===== src/rtl/vga_timing_pkg.sv =====
// vga_timing_pkg
// Shared definitions for the VGA/VESA timing generator:
//   - mode constants for SVGA 800x600@60, VGA 640x480@60, XGA 1024x768@60
//   - total() : sum of the four regions of one axis
//   - cnt_w_fits() : checks that an axis total fits in a counter of a given width
//   - vga_ctrl_t : the registered single-bit outputs of the generator
package vga_timing_pkg;

    // SVGA 800x600@60 (40 MHz pixel clock), the generator defaults
    localparam int SVGA_H_ACTIVE = 800;
    localparam int SVGA_H_FP     = 40;
    localparam int SVGA_H_SYNC   = 128;
    localparam int SVGA_H_BP     = 88;
    localparam int SVGA_V_ACTIVE = 600;
    localparam int SVGA_V_FP     = 1;
    localparam int SVGA_V_SYNC   = 4;
    localparam int SVGA_V_BP     = 23;

    // VGA 640x480@60 (25.175 MHz pixel clock), syncs active-low
    localparam int VGA_H_ACTIVE  = 640;
    localparam int VGA_H_FP      = 16;
    localparam int VGA_H_SYNC    = 96;
    localparam int VGA_H_BP      = 48;
    localparam int VGA_V_ACTIVE  = 480;
    localparam int VGA_V_FP      = 10;
    localparam int VGA_V_SYNC    = 2;
    localparam int VGA_V_BP      = 33;

    // XGA 1024x768@60 (65 MHz pixel clock), syncs active-low
    localparam int XGA_H_ACTIVE  = 1024;
    localparam int XGA_H_FP      = 24;
    localparam int XGA_H_SYNC    = 136;
    localparam int XGA_H_BP      = 160;
    localparam int XGA_V_ACTIVE  = 768;
    localparam int XGA_V_FP      = 3;
    localparam int XGA_V_SYNC    = 6;
    localparam int XGA_V_BP      = 29;

    // Registered control outputs, kept together so reset/hold is one assignment
    typedef struct packed {
        logic hsync;
        logic vsync;
        logic de;
        logic line_start;
        logic frame_start;
        logic vblank_start;
    } vga_ctrl_t;

    function automatic int total(input int active, input int fp, input int sync, input int bp);
        return active + fp + sync + bp;
    endfunction

    // A counter of width w reaches values 0..2^w-1, so a period of exactly 2^w still fits
    function automatic bit cnt_w_fits(input int tot, input int w);
        return longint'(tot) <= (longint'(1) << w);
    endfunction

endpackage


===== src/rtl/timing_axis.sv =====
// timing_axis
// One axis (horizontal or vertical) of the timing generator: a free-running
// counter over ACTIVE+FP+SYNC+BP positions plus region decodes of the current
// (pre-increment) count. Region order is active, front porch, sync, back porch.
// Ports:
//   clk         clock
//   rst_i       synchronous active-high reset, dominates step_i
//   step_i      advance the counter by one position
//   cnt_o       current position
//   wrap_o      step_i while at the last position (counter returns to 0 next)
//   in_active_o position lies in [0, ACTIVE)
//   in_sync_o   position lies in [ACTIVE+FP, ACTIVE+FP+SYNC)
module timing_axis
    import vga_timing_pkg::*;
#(
    parameter int ACTIVE = 800,
    parameter int FP     = 40,
    parameter int SYNC   = 128,
    parameter int BP     = 88,
    parameter int W      = 11
) (
    input  logic         clk,
    input  logic         rst_i,
    input  logic         step_i,
    output logic [W-1:0] cnt_o,
    output logic         wrap_o,
    output logic         in_active_o,
    output logic         in_sync_o
);

    localparam int TOTAL   = total(ACTIVE, FP, SYNC, BP);
    localparam int LAST    = TOTAL - 1;
    localparam int SYNC_LO = ACTIVE + FP;
    localparam int SYNC_HI = ACTIVE + FP + SYNC;

    // Porches may be empty; the active and sync regions may not.
    if (ACTIVE < 1 || SYNC < 1 || FP < 0 || BP < 0) begin : g_bad_region
        $error("timing_axis: ACTIVE and SYNC must be >= 1, porches >= 0");
    end
    if (!cnt_w_fits(TOTAL, W)) begin : g_bad_width
        $error("timing_axis: axis total does not fit in the counter width");
    end

    logic [W-1:0] cnt_q, cnt_d;

    assign wrap_o = step_i && (cnt_q == W'(LAST));

    always_comb begin
        cnt_d = cnt_q;
        if (step_i) begin
            cnt_d = wrap_o ? '0 : cnt_q + W'(1);
        end
    end

    always_ff @(posedge clk) begin
        if (rst_i) begin
            cnt_q <= '0;
        end else begin
            cnt_q <= cnt_d;
        end
    end

    assign cnt_o       = cnt_q;
    assign in_active_o = 32'(cnt_q) < ACTIVE;
    assign in_sync_o   = (32'(cnt_q) >= SYNC_LO) && (32'(cnt_q) < SYNC_HI);

endmodule


===== src/rtl/vga_timing_gen.sv =====
// vga_timing_gen
// Parametrised VESA-style sync generator. Two timing_axis instances hold the
// horizontal and vertical position; every output is a registered decode of the
// position before it advances, so all pins share one ce-cycle of latency and
// stay mutually aligned.
// Ports:
//   clk          pixel/system clock
//   RST          synchronous active-high reset, dominates ce
//   ce           pixel enable; timing and outputs advance only when high
//   hsync/vsync  syncs at HSYNC_POL/VSYNC_POL active level
//   de           active-area data enable
//   x, y         active-area coordinates, 0 outside the active area
//   line_start   one-clk strobe at the first pixel of each line
//   frame_start  one-clk strobe at pixel (0,0)
//   vblank_start one-clk strobe at the first pixel of line V_ACTIVE
//   frame_cnt    number of completed frames, wraps at 2^FRAME_W
module vga_timing_gen
    import vga_timing_pkg::*;
#(
    parameter int H_ACTIVE  = SVGA_H_ACTIVE,
    parameter int H_FP      = SVGA_H_FP,
    parameter int H_SYNC    = SVGA_H_SYNC,
    parameter int H_BP      = SVGA_H_BP,
    parameter int V_ACTIVE  = SVGA_V_ACTIVE,
    parameter int V_FP      = SVGA_V_FP,
    parameter int V_SYNC    = SVGA_V_SYNC,
    parameter int V_BP      = SVGA_V_BP,
    parameter int HSYNC_POL = 1,
    parameter int VSYNC_POL = 1,
    parameter int CNT_W     = 11,
    parameter int FRAME_W   = 8
) (
    input  logic               clk,
    input  logic               RST,
    input  logic               ce,
    output logic               hsync,
    output logic               vsync,
    output logic               de,
    output logic [CNT_W-1:0]   x,
    output logic [CNT_W-1:0]   y,
    output logic               line_start,
    output logic               frame_start,
    output logic               vblank_start,
    output logic [FRAME_W-1:0] frame_cnt
);

    localparam logic HS_ON = (HSYNC_POL != 0);
    localparam logic VS_ON = (VSYNC_POL != 0);

    logic [CNT_W-1:0] h_cnt, v_cnt;
    logic             h_wrap, h_act, h_sync;
    logic             v_wrap, v_act, v_sync;

    timing_axis #(
        .ACTIVE (H_ACTIVE), .FP (H_FP), .SYNC (H_SYNC), .BP (H_BP), .W (CNT_W)
    ) u_h (
        .clk         (clk),
        .rst_i       (RST),
        .step_i      (ce),
        .cnt_o       (h_cnt),
        .wrap_o      (h_wrap),
        .in_active_o (h_act),
        .in_sync_o   (h_sync)
    );

    // h_wrap already implies ce, so the vertical axis moves once per line
    timing_axis #(
        .ACTIVE (V_ACTIVE), .FP (V_FP), .SYNC (V_SYNC), .BP (V_BP), .W (CNT_W)
    ) u_v (
        .clk         (clk),
        .rst_i       (RST),
        .step_i      (h_wrap),
        .cnt_o       (v_cnt),
        .wrap_o      (v_wrap),
        .in_active_o (v_act),
        .in_sync_o   (v_sync)
    );

    vga_ctrl_t          ctrl_q, ctrl_d;
    logic [CNT_W-1:0]   x_q, x_d, y_q, y_d;
    // frm_q counts frames as the counters wrap; fcnt_q is its pin register,
    // one ce-cycle later, so the new count appears together with frame_start.
    logic [FRAME_W-1:0] frm_q, frm_d, fcnt_q, fcnt_d;

    logic h_zero, v_zero, v_blank_line, de_now;

    assign h_zero       = (h_cnt == '0);
    assign v_zero       = (v_cnt == '0);
    assign v_blank_line = (32'(v_cnt) == V_ACTIVE);
    assign de_now       = h_act && v_act;

    always_comb begin
        ctrl_d              = ctrl_q;
        ctrl_d.line_start   = 1'b0;
        ctrl_d.frame_start  = 1'b0;
        ctrl_d.vblank_start = 1'b0;
        x_d                 = x_q;
        y_d                 = y_q;
        fcnt_d              = fcnt_q;
        frm_d               = frm_q + FRAME_W'(v_wrap);
        if (ce) begin
            ctrl_d.hsync        = h_sync ? HS_ON : ~HS_ON;
            ctrl_d.vsync        = v_sync ? VS_ON : ~VS_ON;
            ctrl_d.de           = de_now;
            ctrl_d.line_start   = h_zero;
            ctrl_d.frame_start  = h_zero && v_zero;
            ctrl_d.vblank_start = h_zero && v_blank_line;
            x_d                 = de_now ? h_cnt : '0;
            y_d                 = de_now ? v_cnt : '0;
            fcnt_d              = frm_q;
        end
    end

    always_ff @(posedge clk) begin
        if (RST) begin
            ctrl_q.hsync        <= ~HS_ON;
            ctrl_q.vsync        <= ~VS_ON;
            ctrl_q.de           <= 1'b0;
            ctrl_q.line_start   <= 1'b0;
            ctrl_q.frame_start  <= 1'b0;
            ctrl_q.vblank_start <= 1'b0;
            x_q                 <= '0;
            y_q                 <= '0;
            frm_q               <= '0;
            fcnt_q              <= '0;
        end else begin
            ctrl_q <= ctrl_d;
            x_q    <= x_d;
            y_q    <= y_d;
            frm_q  <= frm_d;
            fcnt_q <= fcnt_d;
        end
    end

    assign hsync        = ctrl_q.hsync;
    assign vsync        = ctrl_q.vsync;
    assign de           = ctrl_q.de;
    assign line_start   = ctrl_q.line_start;
    assign frame_start  = ctrl_q.frame_start;
    assign vblank_start = ctrl_q.vblank_start;
    assign x            = x_q;
    assign y            = y_q;
    assign frame_cnt    = fcnt_q;

endmodule


===== config.mk =====
export PLATFORM = sky130hd
export DESIGN_NAME = vga_timing_gen
export DESIGN_NICKNAME = d
export VERILOG_FILES = /design/src/rtl/vga_timing_pkg.sv /design/src/rtl/timing_axis.sv /design/src/rtl/vga_timing_gen.sv
export SDC_FILE = /design/constraint.sdc
export NUM_CORES = 1
export LEC_CHECK = 0
export CORE_ASPECT_RATIO = 1.25
export CORE_MARGIN = 3
export CORE_UTILIZATION = 35
export CTS_CLUSTER_SIZE = 8
export DETAILED_ROUTE_END_ITERATION = 8
export GPL_TIMING_DRIVEN = 0
export HOLD_SLACK_MARGIN = 0.06
export PLACE_DENSITY = 0.53
export SLEW_MARGIN = 10
export SYNTH_ARGS = -nofsm -noshare
export SYNTH_HDL_FRONTEND = slang
export SYNTH_HIERARCHICAL = 1
export SYNTH_SLANG_ARGS = --single-unit

===== constraint.sdc =====
create_clock -name clk -period 2.6 [get_ports clk]
set_input_delay 0.65 -clock clk [delete_from_list [all_inputs] [get_ports clk]]
set_output_delay 0.65 -clock clk [all_outputs]
set_load 0.005 [all_outputs]

; Word level (Yosys, flattened, before mapping)
; Index checks and enable logic that the tools add are counted.
[totals]
ff_bits = 66
output_inout_bits = 36
word_cells = 41
[op_classes]
add_sub_neg = 3
order_cmp = 6
eq_ne = 3
muxes = 6
bitwise_logic = 1
reduce_logical = 10
[op_table]
columns = cell, n
row1 = "less-than comparator 11 x 10 -> 1 bit, second input constant", 4
row2 = 2-to-1 mux 11 bit, 4
row3 = "adder 11 x 1 -> 11 bit, second input constant", 2
row4 = "== test 11 x 10 -> 1 bit, second input constant", 2
row5 = "greater-or-equal comparator 11 x 10 -> 1 bit, second input constant", 2
row6 = logical NOT 11 bit, 2
row7 = "== test 11 bit, second input constant", 1
row8 = adder 8 x 1 -> 8 bit, 1
row9 = logical AND 1 bit, 7
row10 = 2-to-1 mux 1 bit, 2
row11 = OR reduction 2 bit, 1
row12 = NOT 1 bit, 1

; Longest topological paths before layout
; Gate-level depths: netlist of the first run.
[depth]
depth_word = 4
depth_mapped = 12
ltp_nobuf = 11

; Cells and area by module
; The synthesis of the first run kept the hierarchy.
[modules_own_cells]
columns = module, instances, cells_per_inst, area_per_inst_um2
row1 = vga_timing_gen, 1, 163, 1572.8
row2 = timing_axis (u_v), 1, 73, 616.8
row3 = timing_axis (u_h), 1, 64, 558.0

; Worst setup path before layout of the first run
; OpenSTA, ideal clock, no wires.
[synth_timing]
path_kind = register -> register
start = reg u_h.cnt_q[1] (netlist: u_h/cnt_o[1])
end = reg frm_q[6]
arrival_ns = 2.704
t_required_ns = 2.529
setup_slack_ns = -0.175
stages_incl_launch_ff = 13
n_path_buf = 1
synth_period_minus_slack_ns = 2.775
path_cell_list = dfxtp_1 > ha_1 > nand4_1 > or3_4 > inv_1 > buf_2 > nand4_1 > nor3_1 > ha_1 > ha_1 > inv_1 > or3_1 > a21oi_1
[synth_between]
elab_chain_len = 4
[synth_lines]
columns = element, line
row1 = from (decl), timing_axis.sv:44  ; logic [W-1:0] cnt_q, cnt_d;
row2 = from (signal assigned), timing_axis.sv:59  ; cnt_q <= cnt_d;
row3 = == test 11 bit, timing_axis.sv:46  ; assign wrap_o = step_i && (cnt_q == W'(LAST));
row4 = logical AND 1 bit, timing_axis.sv:46
row5 = named net h_wrap, vga_timing_gen.sv:51  ; logic h_wrap, h_act, h_sync;
row6 = logical AND 1 bit, timing_axis.sv:46
row7 = named net v_wrap, vga_timing_gen.sv:52  ; logic v_wrap, v_act, v_sync;
row8 = adder 8 x 1 -> 8 bit, vga_timing_gen.sv:100  ; frm_d = frm_q + FRAME_W'(v_wrap);
row9 = to (signal assigned), vga_timing_gen.sv:130  ; frm_q <= frm_d;
row10 = to (decl), vga_timing_gen.sv:83  ; logic [FRAME_W-1:0] frm_q, frm_d, fcnt_q, fcnt_d;
; The timed path passes the listed nets, and every way through them passes these cells.
; A chain may end at the register's enable or synchronous reset.

; Worst setup path after layout of the first run
[layout_timing]
start = reg u_h.cnt_q[6] (netlist: u_h/cnt_o[6])
end = reg frm_q[6]
; The elaborated chain is that of the path after synthesis.

==> results of run 1 <==
==> power groups by stage <==
stage / combinational [mW] / sequential (mW) / clock [mW]
CTS: 0.0749 / 1.02 / 0.777
global placement: 0.0752 / 1.05 / 0
floorplan: 0.0440 / 1.05 / 0
global route: 0.0813 / 1.02 / 0.827
finish: 0.0735 / 1.02 / 0.754
detailed placement: 0.0754 / 1.05 / 0
==> cell usage in the layout, fill, tap and decap left out, types with 3 or more instances in the layout <==
cell type / count
ha_1: 3
xnor2_1: 7
a21oi_1: 15
clkdlybuf4s50_1: 37
dfxtp_1: 61
nand2_1: 9
nor3_1: 6
or3_1: 6
nand2b_1: 4
buf_2: 6
nor2_1: 50
mux2i_1: 10
clkbuf_1: 10
buf_4: 11
a22oi_1: 22
inv_1: 10
xor2_1: 9
nand4_1: 11
o31ai_1: 4
clkbuf_8: 10
o21ai_0: 7
or4_1: 3
nor4_1: 5
nor2_2: 3
dfxtp_4: 4
clkinv_2: 3
nand3_1: 10
==> logic make-up after synthesis <==
family	after synthesis
simple gates	122
flops	66
compound gates	54
buf+inv	26
xor+xnor	16
mux	10
fa+ha+maj	6
==> metal layers <==
metal,GRT usage (%),part of all wire (%),wire [um]
met5,0,0,0
met4,4.75,1.2,82
met3,5.13,5.2,345
met2,24.5,47,3140
met1,19.6,47,3110
==> worst max-delay path: stages, from the launching register on <==
cell and delay, ns:
dfxtp_4 0.36, or3_4 0.37, or3_4 0.43, inv_6 0.09, nand4_1 0.13, nor3_2 0.17, ha_2 0.26, ha_4 0.14
inv_1 0.04, or3_1 0.30, a21oi_1 0.14
==> worst max path at each step <==
| stage | end | slack (ns) | from | cells past startpoint |
|---|---|---|---|---|
| detailed placement | frm_q[6] | -1.06 | ce | 12 |
| floorplan | frm_q[6] | 0.007 | ce | 11 |
| global route | frm_q[6] | 0.006 | u_h/cnt_o[6] | 10 |
| global placement | frm_q[6] | -1.03 | ce | 12 |
| finish | frm_q[6] | 0.11 | u_h/cnt_o[6] | 10 |
| CTS | frm_q[6] | 0.02 | u_h/cnt_o[6] | 11 |
==> state kept, by name, indices dropped and copies added, names as in the netlist, 8 cells and up <==
name / count
y: 11
u_h/cnt_o: 11
u_v/cnt_o: 11
x: 11
frame_cnt: 8
frm_q: 8
==> area by class of cell <==
cell class              count  area (um^2)  area share (%)
plain buffers              14         58.8            1.66
clock buffers              11          141            3.99
clock inverters             5         30.0           0.847
inverters                  11         46.3            1.31
multi-input cells         208         1360            38.3
flip-flops and latches     66         1340            37.7
well taps                  92          115            3.25
repair buffers             49          458            12.9
==> timing repair <==
| action | 4_1_cts | 5_1_grt |
|---|---|---|
| pin swaps | 4 | 4 |
| setup buffers | 6 | 5 |
| setup endpoints to repair | 19 | 12 |
| resized for setup | 14 | 3 |
==> impl_metrics.env, run 1 <==
export IMPL_vias=2342
export IMPL_synth_flop_cell="dfxtp_1"
export IMPL_synthCells=300
export IMPL_synth_top_area_cell="dfxtp_1"
export IMPL_clk_pin_slew_ns=0.07
export IMPL_pwr_share_comb_pct=4.0
export IMPL_worstRegToRegCells=10
export IMPL_report_power_total_mw=1.85
export IMPL_stdcell_area_mm2=0.00355
export IMPL_n_antenna_cell=0
export IMPL_grt_max_degree=13
export IMPL_cts_buffers=9
export IMPL_synth_top_cells_by_count="dfxtp_1, nor2_1, a22oi_1"
export IMPL_grtUsageTotal_pct=15.4
export IMPL_fmax_ghz=0.401
export IMPL_synth_compound_area_share_pct=13.4
export IMPL_powerDensity_mw_per_mm2=522
export IMPL_power_internal_mw=1.41
export IMPL_synth_most_common_cell="dfxtp_1"
export IMPL_finalSetupViolCount=0
export IMPL_synth_area_mux_share_pct=3.64
export IMPL_worstSetupEndpointType="flop"
export IMPL_drt_total_wl_um=6680
export IMPL_leakage_nw=1.26
export IMPL_cts_max_level=3
export IMPL_synth_nets=309
export IMPL_cts_hold_buf=0
export IMPL_seq_area_frac_synth_pct=48.1
export IMPL_drt_iter0_drc=84
export IMPL_vdd_drop_max_mv=0.317
export IMPL_arrival_ns=2.77
export IMPL_maxCapViolCount=0
export IMPL_rows=35
export IMPL_dr_pass1_iters=4
export IMPL_start_util_pct=36.7
export IMPL_sw_frac_of_total_pct=23.9
export IMPL_yosysTopAreaCellShare_pct=48.1
export IMPL_worstHoldStart="de"
export IMPL_fp_dieW_um=85.3
export IMPL_layout_drive_gt1_share_pct=14.3
export IMPL_holdWs_ns=0.499
export IMPL_grt_pass1_vias=2264
export IMPL_holdPathEnd="de"
export IMPL_slew_headroom_pct=62.3
export IMPL_clk_latency_ns=0.34
export IMPL_sequentialPowerShare_pct=55.3
export IMPL_hpwl_um=4530
export IMPL_wl_per_cell_um=14.6
export IMPL_fp_coreArea_mm2=0.00749
export IMPL_clkPwrFrac_pct=40.7
export IMPL_async_reset_ff_share_pct=0
export IMPL_finalCritPeriodShare_pct=95.8
export IMPL_syn_to_final_growth_pct=29.1
export IMPL_antenna_found_initial=0
export IMPL_preCtsSetupSlack_ns=-1.06
export IMPL_required_ns=2.88
export IMPL_clock_sinks=66
export IMPL_synth_top_family_by_area="simple AND/OR/NAND/NOR gates"
export IMPL_synth_edf_count=0
export IMPL_yosys_area_share_adder_pct=2.73
export IMPL_ios=39
export IMPL_netlist_area_mm2=0.00275
export IMPL_slew_violations=0
export IMPL_place_area_mm2=0.00327
export IMPL_reg2reg_from="u_h/cnt_o[6]"
export IMPL_yosys_area_share_xor_xnor_pct=5.10
export IMPL_die_area_mm2=0.00896
export IMPL_gp_congestion=0.773
export IMPL_ant_nets=0
export IMPL_overflow=0
export IMPL_yosys_warnings=6
export IMPL_crit_fanout=6
export IMPL_critPathLaunchType="flop"
export IMPL_fin_tns_setup_ns=0
export IMPL_viasPerCell=5.14
export IMPL_synth_avg_cell_area_um2=9.16
export IMPL_rr_endpoint="frm_q[6]"
export IMPL_ys_top_cells_by_area="dfxtp_1, nor2_1, a22oi_1"
export IMPL_root_buffer="clkbuf_8"
export IMPL_ys_ff_latch=66
export IMPL_final_net_count=368
export IMPL_die_h_um=105
export IMPL_hold_class="reg -> reg"
export IMPL_drc_errors=0
export IMPL_switching_power_mw=0.442
export IMPL_whs_path_depth=2
export IMPL_skew_ns=0.0104
export IMPL_synth_simple_area_share_pct=23.2
export IMPL_hold_violations=0
export IMPL_status="finished, final reports clean"
export IMPL_min_period_ns=2.49
export IMPL_synth_cell_type_count=38
export IMPL_n_fill_cell=758
export IMPL_dp_cells=430
export IMPL_tightest_slew_ns=0.565
export IMPL_rsz0062_at_grt="no"
export IMPL_cts_tree="built"
export IMPL_fin_util_pct=47.4
export IMPL_final_cells=456
export IMPL_worst_slack_ns=0.108
export IMPL_io_buffers=38
export IMPL_path_class="reg -> reg"
export IMPL_clockBufferDepth=2
export IMPL_grt_pass1_wl_um=11100
export IMPL_r2r_slack_ns=0.11
No activity file was read; power rests on OpenSTA's default activity.
==> inputs of run 2 (changes only) <==
==> constraint.sdc (replaced) <==
create_clock -name clk -period 2 [get_ports clk]
set_input_delay 0.5 -clock clk [delete_from_list [all_inputs] [get_ports clk]]
set_output_delay 0.5 -clock clk [all_outputs]
set_load 0.005 [all_outputs]
==> impl_metrics.env, run 2 (synthesis gave the netlist of run 1 again) <==
export IMPL_status="finished, violations left"
export IMPL_violations="negative setup slack"
export IMPL_whs_path_depth=2
export IMPL_viasPerCell=5.21
export IMPL_cts_hold_buf=0
export IMPL_grtUsageTotal_pct=16.1
export IMPL_dr_pass1_iters=4
export IMPL_hold_class="reg -> reg"
export IMPL_root_buffer="clkbuf_8"
export IMPL_overflow=0
export IMPL_leakage_nw=1.34
export IMPL_critPathLaunchType="flop"
export IMPL_maxCapViolCount=0
export IMPL_worst_slack_ns=-0.529
export IMPL_stdcell_area_mm2=0.00376
export IMPL_ant_nets=0
export IMPL_clockBufferDepth=2
export IMPL_rsz0062_at_grt="yes"
export IMPL_worstRegToRegCells=10
export IMPL_grt_pass1_vias=2291
export IMPL_slowest_stage="or3_4"
export IMPL_path_delay_family="simple AND/OR/NAND/NOR gates"
export IMPL_holdWs_ns=0.488
export IMPL_cts_tree="built"
export IMPL_io_buffers=38
export IMPL_antenna_found_initial=0
export IMPL_clk_latency_ns=0.34
export IMPL_drt_total_wl_um=6900
export IMPL_reg2reg_from="u_h/cnt_o[6]"
export IMPL_clock_sinks=66
export IMPL_layout_common_cells="dfxtp_1, nor2_1, clkdlybuf4s50_1"
export IMPL_layout_drive_gt1_share_pct=18.6
export IMPL_final_common_cell="dfxtp_1"
export IMPL_tightest_slew_ns=0.549
export IMPL_vias=2383
export IMPL_hold_violations=0
export IMPL_start_util_pct=36.7
export IMPL_cts_buffers=9
export IMPL_crit_cells=10
export IMPL_worst_path_buf_inv=2
export IMPL_n_antenna_cell=0
export IMPL_skew_ns=0.00819
export IMPL_final_net_count=370
export IMPL_drt_iter0_drc=139
export IMPL_finalSetupViolCount=19
export IMPL_arrival_ns=2.80
export IMPL_path_class="reg -> reg"
export IMPL_ios=39
export IMPL_clk_pin_slew_ns=0.07
export IMPL_fmax_ghz=0.395
export IMPL_gp_congestion=0.810
export IMPL_die_h_um=105
export IMPL_hpwl_um=4520
export IMPL_wl_per_cell_um=15.1
export IMPL_required_ns=2.27
export IMPL_crit_chain="or3_4, or3_4, clkinv_4, nand4_1, nor3_2, ha_2, ha_4, inv_2, or3_1, a21oi_2"
export IMPL_grt_max_degree=13
export IMPL_place_area_mm2=0.00330
export IMPL_syn_to_final_growth_pct=36.9
export IMPL_grt_pass1_wl_um=11600
export IMPL_slew_headroom_pct=63.4
export IMPL_powerDensity_mw_per_mm2=689
export IMPL_slew_violations=0
export IMPL_worstHoldStart="frm_q[7]"
export IMPL_crit_fanout=4
export IMPL_drc_errors=0
export IMPL_fp_coreArea_mm2=0.00749
export IMPL_die_area_mm2=0.00896
export IMPL_cpMostUsedCell="or3_4"
export IMPL_slowest_delay_ns=0.40
export IMPL_vdd_drop_max_mv=0.460
export IMPL_worstSetupEndpointType="flop"
export IMPL_fp_dieW_um=85.3
export IMPL_crit_start="u_h/cnt_o[6]"
export IMPL_min_period_ns=2.53
export IMPL_finalCritPeriodShare_pct=126
export IMPL_rows=35
export IMPL_cts_max_level=3
run 2: final timing paths:
path | to | slack [ns]
max | frm_q[6] | -0.53
max reg2reg | frm_q[6] | -0.53
min reg2reg | frm_q[7] | 0.49
min | frm_q[7] | 0.49
run 2: report_power, final:
group	switching [mW]	internal, mW
registers	0.0107	1.32
clock network	0.485	0.670
logic	0.0639	0.0429
total	0.559	2.03
run 2: worst register-to-register path, stage by stage, from the launching register on:
cell and delay [ns]:
dfxtp_4 0.35, or3_4 0.38, or3_4 0.40, clkinv_4 0.06
nand4_1 0.20, nor3_2 0.21, ha_2 0.26, ha_4 0.14
inv_2 0.03, or3_1 0.32, a21oi_2 0.11
run 2: layout make-up:
cell class                 instances  area [um^2]
buffer                            14         92.6
multi-input combinational        208         1450
tap                               92          115
inverter                          11         46.3
sequential                        66         1340
timing repair buffer              51          520
clock buffer                      13          169
clock inverter                     2         35.0
fill                             697         3730
run 2: through the flow:
stage | utilization [%] | power, mW | TNS [ns] | cells | setup WS, ns
finish | 50.2 | 2.59 | -5.11 | 457 | -0.529
global route | 50.2 | 2.69 | -7.04 | 457 | -0.650
CTS | 48.1 | 2.63 | -5.62 | 451 | -0.589
detailed placement | 44.0 | 1.46 | -28.12 | 430 | -1.43
global placement | 44.0 | 1.46 | -28.19 | 430 | -1.44
floorplan | - | 1.42 | -2.77 | 300 | -0.492
run 2: routing by layer:
metal,track usage (%),vias up,share of wire [%]
li1,-,1197,-
met1,21.3,1132,47
met2,24.6,48,47
met3,4.97,6,4.7
met4,5.77,0,0.90
met5,0,-,0
run 2: repair_timing:
action,in CTS,in global routing
gates cloned,0,1
buffers inserted,7,5
endpoints found under the setup margin,39,40
pin swaps,5,14
resized for setup,17,26
